**src/rtl/image_window_renderer.sv**
```systemverilog
`default_nettype none
// ============================================================================
// Module   : image_window_renderer
// Desc     : Maps the VGA scan position onto a movable, scalable image window,
//            issues the frame-memory read for window pixels and realigns the
//            returned word with the delayed display enable and syncs.
// Revision : 1.0 - initial release
// ============================================================================
module image_window_renderer #(
  parameter int          IMG_W       = 200,
  parameter int          IMG_H       = 200,
  parameter int          SCALE_LOG2  = 0,
  parameter int          FORMAT      = 0,
  parameter int          MEM_LATENCY = 1,
  parameter int          ADDR_W      = 16,
  parameter logic [9:0]  ORG_X_DEF   = 10'd0,
  parameter logic [9:0]  ORG_Y_DEF   = 10'd0,
  parameter logic [23:0] BG_COLOR    = 24'h555555
) (
  input  logic              clk,
  input  logic              rst_n,
  input  logic [9:0]        x,
  input  logic [9:0]        y,
  input  logic              de_i,
  input  logic              hsync_i,
  input  logic              vsync_i,
  input  logic [9:0]        org_x_in,
  input  logic [9:0]        org_y_in,
  input  logic              org_load,
  input  logic [31:0]       ReadData,
  output logic [ADDR_W-1:0] mem_addr,
  output logic              mem_rd_en,
  output logic [7:0]        red,
  output logic [7:0]        green,
  output logic [7:0]        blue,
  output logic              de_o,
  output logic              hsync_o,
  output logic              vsync_o
);

  // Window extent in screen pixels; kept wide so origin + extent never wraps
  localparam int WIN_W = IMG_W << SCALE_LOG2;
  localparam int WIN_H = IMG_H << SCALE_LOG2;

  // Side-band information that travels with each read through the pipeline
  typedef struct packed {
    logic       in_win;
    logic       de;
    logic       hs;
    logic       vs;
    logic [1:0] bsel;
  } tag_t;

  logic [9:0]  shadow_x;
  logic [9:0]  shadow_y;
  logic [9:0]  org_x;
  logic [9:0]  org_y;

  logic [15:0] x_end;
  logic [15:0] y_end;
  logic        in_win;
  logic [9:0]  rx;
  logic [9:0]  ry;
  logic [31:0] idx;
  logic [31:0] word;
  logic [1:0]  byte_sel;

  tag_t        tag_s0;
  tag_t        tag_pipe [MEM_LATENCY];
  tag_t        tag_out;

  logic [31:0] shifted;
  logic [7:0]  pix8;
  logic [23:0] win_rgb;
  logic [23:0] rgb_next;
  logic        unused_bits;

  // Shadow origin captures org_load; active origin only follows it during
  // vsync so a pending move never tears the current frame
  always_ff @(posedge clk or negedge rst_n) begin
    if (!rst_n) begin
      shadow_x <= ORG_X_DEF;
      shadow_y <= ORG_Y_DEF;
      org_x    <= ORG_X_DEF;
      org_y    <= ORG_Y_DEF;
    end else begin
      if (org_load) begin
        shadow_x <= org_x_in;
        shadow_y <= org_y_in;
      end
      if (vsync_i) begin
        org_x <= shadow_x;
        org_y <= shadow_y;
      end
    end
  end

  // Window test and source-pixel index for the current scan position
  always_comb begin
    x_end    = {6'd0, org_x} + 16'(WIN_W);
    y_end    = {6'd0, org_y} + 16'(WIN_H);
    in_win   = de_i
               && (x >= org_x) && ({6'd0, x} < x_end)
               && (y >= org_y) && ({6'd0, y} < y_end);
    rx       = (x - org_x) >> SCALE_LOG2;
    ry       = (y - org_y) >> SCALE_LOG2;
    idx      = 32'(ry) * 32'(IMG_W) + 32'(rx);
    word     = (FORMAT == 1) ? (idx >> 2) : idx;
    byte_sel = idx[1:0];
  end

  // Stage 0: issue the read for window pixels and tag it
  always_ff @(posedge clk or negedge rst_n) begin
    if (!rst_n) begin
      mem_addr  <= '0;
      mem_rd_en <= 1'b0;
      tag_s0    <= '0;
    end else begin
      mem_rd_en <= in_win;
      if (in_win) begin
        mem_addr <= word[ADDR_W-1:0];
      end
      tag_s0.in_win <= in_win;
      tag_s0.de     <= de_i;
      tag_s0.hs     <= hsync_i;
      tag_s0.vs     <= vsync_i;
      tag_s0.bsel   <= byte_sel;
    end
  end

  // Tag delay line matching the memory read latency
  always_ff @(posedge clk or negedge rst_n) begin
    if (!rst_n) begin
      for (int i = 0; i < MEM_LATENCY; i++) begin
        tag_pipe[i] <= '0;
      end
    end else begin
      tag_pipe[0] <= tag_s0;
      for (int i = 1; i < MEM_LATENCY; i++) begin
        tag_pipe[i] <= tag_pipe[i-1];
      end
    end
  end

  assign tag_out = tag_pipe[MEM_LATENCY-1];

  // Colour selection: blanking, background or unpacked memory pixel
  always_comb begin
    shifted = ReadData >> {tag_out.bsel, 3'b000};
    pix8    = shifted[7:0];
    if (FORMAT == 1) begin
      win_rgb = {pix8[7:5], pix8[7:5], pix8[7:6],
                 pix8[4:2], pix8[4:2], pix8[4:3],
                 pix8[1:0], pix8[1:0], pix8[1:0], pix8[1:0]};
    end else begin
      win_rgb = ReadData[23:0];
    end
    if (!tag_out.de) begin
      rgb_next = 24'h000000;
    end else if (!tag_out.in_win) begin
      rgb_next = BG_COLOR;
    end else begin
      rgb_next = win_rgb;
    end
  end

  // Output stage: register colour and the realigned enable/syncs
  always_ff @(posedge clk or negedge rst_n) begin
    if (!rst_n) begin
      red     <= 8'd0;
      green   <= 8'd0;
      blue    <= 8'd0;
      de_o    <= 1'b0;
      hsync_o <= 1'b0;
      vsync_o <= 1'b0;
    end else begin
      red     <= rgb_next[23:16];
      green   <= rgb_next[15:8];
      blue    <= rgb_next[7:0];
      de_o    <= tag_out.de;
      hsync_o <= tag_out.hs;
      vsync_o <= tag_out.vs;
    end
  end

  // Upper word bits beyond the address width are intentionally dropped
  assign unused_bits = ^{shifted[31:8], word};

endmodule
`default_nettype wire

```
**config.mk**
```make
export PLATFORM = sky130hd
export DESIGN_NAME = image_window_renderer
export DESIGN_NICKNAME = d
export VERILOG_FILES = /design/src/rtl/image_window_renderer.sv
export SDC_FILE = /design/constraint.sdc
export NUM_CORES = 1
export LEC_CHECK = 0
export ABC_AREA = 0
export CAP_MARGIN = 40
export CELL_PAD_IN_SITES_DETAIL_PLACEMENT = 0
export CELL_PAD_IN_SITES_GLOBAL_PLACEMENT = 1
export CORE_ASPECT_RATIO = 0.8
export CORE_MARGIN = 2
export CORE_UTILIZATION = 43
export DETAILED_ROUTE_END_ITERATION = 8
export HOLD_SLACK_MARGIN = 0.03
export PLACE_DENSITY_LB_ADDON = 0.1
export SKIP_LAST_GASP = 1
export SYNTH_ARGS = -nofsm -noshare
export SYNTH_HDL_FRONTEND = slang
export SYNTH_SLANG_ARGS = --single-unit
```
**constraint.sdc**
```tcl
create_clock -name clk -period 12.4 [get_ports clk]
set_clock_uncertainty 0.1 [all_clocks]
set_input_delay 2.48 -clock clk [delete_from_list [all_inputs] [get_ports clk]]
set_output_delay 2.48 -clock clk [all_outputs]
set_load 0.005 [all_outputs]
```
# == Yosys cells after proc, flatten, opt, wreduce, memory -nomap -nowiden ==
# Index checks and enable logic that the tools add are counted.
# totals
elab_cells,35
output_inout_bits,44
ff_bits,91
# classes
order_cmp,4
reduce_logical,4
mul,1
n_mux,2
addsub,5
# ops
cell,count
2-to-1 mux 24 bit,2
"adder 10 x 8 -> 11 bit, second input constant",2
< comparator 10 x 11 -> 1 bit,2
greater-or-equal comparator 10 bit,2
subtractor 10 bit,2
adder 16 x 10 -> 16 bit,1
"multiplier 10 x 5 -> 13 bit, second input constant",1
logical AND 1 bit,4

# == Depth between registers and ports, before layout ==
# depth
ltp_word,5
mapped_depth,21
depth_no_buf,21

# == Worst setup path after synthesis ==
# OpenSTA, ideal clock, no wires.
# synth_path
path_kind,in2reg
start,in y[0]
end,reg mem_addr[15]
cell_stages,19
arrival_time_ns,6.460
required_time_ns,12.175
setup_ns,0.125
n_path_buf,0
setup_slack_ns,5.715
cell_sequence,inv_1 -> ha_1 -> fa_1 -> nor2b_1 -> o311ai_2 -> nand2_1 -> xor2_1 -> ha_1 -> ha_1 -> inv_1 -> fa_1 -> inv_1 -> ha_1 -> o211ai_1 -> o311ai_1 -> nand4b_1 -> nor4_1 -> xnor3_1 -> mux2_2
# synth_via
elab_chain_cells,3
word_cells_on_any_way,7
cone_classes,add/sub: 2; mul: 1; order compare: 2; reduce/logical: 2
# synth_rtl
item,line,text
start: declaration,23,"input logic [9:0] y,"
subtractor 10 bit or greater-or-equal comparator 10 bit (tied branches),"106, 104",
multiplier 10 x 5 -> 13 bit or logical AND 1 bit (tied branches),"107, 104",
adder 16 x 10 -> 16 bit or logical AND 1 bit (tied branches),"107, 104",
end signal: assignment,121,mem_addr <= word[ADDR_W-1:0];
end: declaration,31,"output logic [ADDR_W-1:0] mem_addr,"
# Parallel ways exist; a longest one is shown, timed or not.
# A chain may end at the register's enable or synchronous reset.

# == Final worst setup path ==
# Same ends and word-level chain as after synthesis.

==> flow_summary.yaml <==
logic_synthesis:
  syn_avg_cell_area_um2: 10.7
  yosysWarnings: 0
  syn-cell-area_um2: 5810
  synth_area_leaders: "dfrtp_1 (39%), ha_1 (15%), mux2_2 (5.8%), xnor2_1 (5.7%), inv_1 (4.1%)"
  synth_area_leader_cell: "dfrtp_1"
  ys_types: 66
  synth_fp_nets: 702
  async_flop_share_pct: 100
  synth_edf_count: 0
  synth-seq-cells: 91
  syn_inst: 545
  synth_top_area_share_pct: 39.2
  synth-main-ff-cell: "dfrtp_1"
  synth-seq-area-share_pct: 39.2
clocking:
  postCtsSetupRepairBufs: 0
  cts_tree: "built"
  hold_buffers: 0
  clockBufferDepth: 2
  insertion_delay_ns: 0.34
  cts.clk_slew.worst_paths_ns: 0.06
  clock-root-buffer: "clkbuf_16"
  cts_inserted_buffers: 9
  h-tree-depth: 3
  ctsResizeCount: 0
  cts.sinks: 91
placement:
  numPortBuffers: 113
  preCtsSetupSlack_ns: 4.76
  place_area_um2: 7150
  gp_congestion: 0.785
  dp_hpwl_mm: 9.52
power_and_ir_drop:
  swShare_pct: 38.6
  p_clk_share_pct: 15.5
  p_seq_share_pct: 21.2
  intPower_w: 0.00107
  combPwrFrac_pct: 63.2
  total_power_w: 0.00175
  p_per_area_nw_per_um2: 235
  vdd_drop_max_v: 0.000133
  leakagePower_nw: 3.43
  p_sw_w: 0.000675
global_routing:
  grt_pass1_wl_mm: 19.5
  grt_max_degree: 71
  grt_pass1_vias: 4122
  antenna_found_initial: 0
  grtUsageTotal_pct: 16.9
  overflow: 0
setup_path:
  end_kind: "register"
  path_max_fanout: 5
  rrSetupSlack_ns: 7.44
  startpoint: "y[0]"
  cp.arrival_ns: 7.35
  worstPathRequired_ns: 12.52
  r2r_start: "org_y[0]"
  path_class: "in2reg"
  crit_path_start_kind: "primary input"
routing:
  drt-pass1-iter-count: 4
  viasPerCell: 4.94
  vias: 4151
  drc_errors: 0
  wl_per_cell_um: 13.8
  finalWirelength_mm: 11.6
  drt-initial-drc-count: 87
  ant_nets: 0
timing:
  rsz0062_at_grt: "false"
  fin_ws_ns: 5.17
  fin_crit_ns: 7.23
  hold_viol: 0
  setup_violations: 0
  fmax_ghz: 0.138
  setup_tns_ns: 0
  drv_slew: 0
  worstMarginPinSlew_ns: 0.838
  finalCritPeriodShare_pct: 58.3
  slew_headroom_pct: 43.9
final_layout:
  antenna_cells: 0
  postLayoutCoreUtil_pct: 57.3
  finalNetCount: 817
  drive_gt1_share_pct: 11.4
  design_area_um2: 7450
  area_growth_pct: 28.2
min_path:
  hp-start: "tag_out[2]"
  hold_class: "reg2reg"
die:
  core_um2: 13000
  dieHeight_um: 108
  io_pins: 122
  dieWidth_um: 134
  die-area_um2: 14500
  start_util_pct: 44.7
  core.rowCount: 37
job:
  maxCapViolCount: 0
run_status:
  status: "completed"
==> power groups by stage <==
| stage | Sequential, W | Combinational (W) | Clock (W) |
|---|---|---|---|
| floorplan | 0.000374 | 0.000866 | 0 |
| global placement | 0.000375 | 0.00110 | 0 |
| detailed placement | 0.000378 | 0.00112 | 0 |
| CTS | 0.000372 | 0.00112 | 0.000284 |
| global route | 0.000379 | 0.00126 | 0.000293 |
| finish | 0.000371 | 0.00111 | 0.000272 |
==> cell usage in the layout, fill, tap and decap left out, drive strengths merged, types with 19 or more instances in the layout <==
master	instances
a21oi	19
clkdlybuf4s50	112
dfrtp	91
ha	71
inv	68
mux2	36
nand2	30
nor2	24
o21ai	34
xnor2	38
==> sequential cells by signal (all words and copies together) (netlist names) <==
signal and count:
green 8, hsync_o 1, org_x 10, org_y 10, de_o 1, shadow_x 10, blue 8, shadow_y 10
tag_out 4, vsync_o 1, red 8, tag_s0 4, mem_addr 16
==> cells in the mapped netlist, types with 2 or more instances <==
cell	count
dfrtp_1	91
ha_1	71
inv_1	64
xnor2_1	38
mux2_2	30
nand2_1	30
o21ai_0	28
nor2_1	23
a21oi_1	19
a21boi_0	13
and3_1	12
clkbuf_1	10
o21a_1	9
fa_1	8
nor2b_1	8
nor3_1	7
mux2_4	6
a21o_1	5
nand2b_1	4
o21bai_1	4
xor2_1	4
mux2i_1	3
nand3_1	3
o21ai_1	3
o21ai_2	3
a211oi_2	2
and2_1	2
inv_2	2
nand4b_1	2
nor4_1	2
nor4b_1	2
o31ai_1	2
or3_1	2
==> worst max-delay path, stage by stage <==
cell and delay, ns:
clkdlybuf4s50_1 0.46, inv_1 0.06, ha_1 0.22, fa_1 0.41, nor2b_1 0.20, o311ai_2 0.13
nand2_1 0.10, xor2_1 0.37, ha_1 0.31, ha_1 0.27, inv_1 0.05, fa_1 0.49
inv_1 0.04, ha_1 0.34, o211ai_1 0.15, o311ai_1 0.18, nand4b_1 0.25, nor4_1 0.31
xnor3_1 0.27, mux2_2 0.26
==> metal layers <==
| layer | global-route usage, % | share of wire, % |
|---|---|---|
| met4 | 5.02 | 1.6 |
| met2 | 27.4 | 45 |
| met5 | 0 | 0 |
| met1 | 22.9 | 49 |
| met3 | 3.89 | 4.6 |
==> stage by stage <==
stage,hold slack [ns],std cells
after floorplan,0.231,545
after global placement,0.231,823
after detailed placement,0.235,824
after CTS,0.250,840
after global routing,0.253,840
final,0.247,840
==> logic make-up after synthesis <==
| logic type | count (synthesis) | share of synthesized area [%] |
|---|---|---|
| buf+inv | 79 | 5.32 |
| compound gates | 106 | 12.7 |
| simple gates | 108 | 10.1 |
| flops | 91 | 39.2 |
| xor+xnor | 43 | 6.72 |
| fa+ha+maj | 79 | 18.0 |
| mux | 39 | 7.88 |
==> layout make-up <==
class | count | area [µm²]
Clock buffer | 10 | 239
Timing Repair Buffer | 117 | 1180
Tap cell | 175 | 219
Clock inverter | 6 | 62.6
Fill cell | 1133 | 5560
Multi-Input combinational cell | 375 | 3220
Sequential cell | 91 | 2280
Inverter | 66 | 248
==> worst paths after layout <==
check                                    end  cells after the start
worst max-delay path            mem_addr[15]                     20
worst max register to register  mem_addr[15]                     18
max in group asynchronous           org_y[7]                      3
min in group asynchronous       mem_addr[14]                      1
worst min register to register       vsync_o                      0
worst min-delay path                 vsync_o                      0
Note: power is estimated with default switching activity, not from simulation.
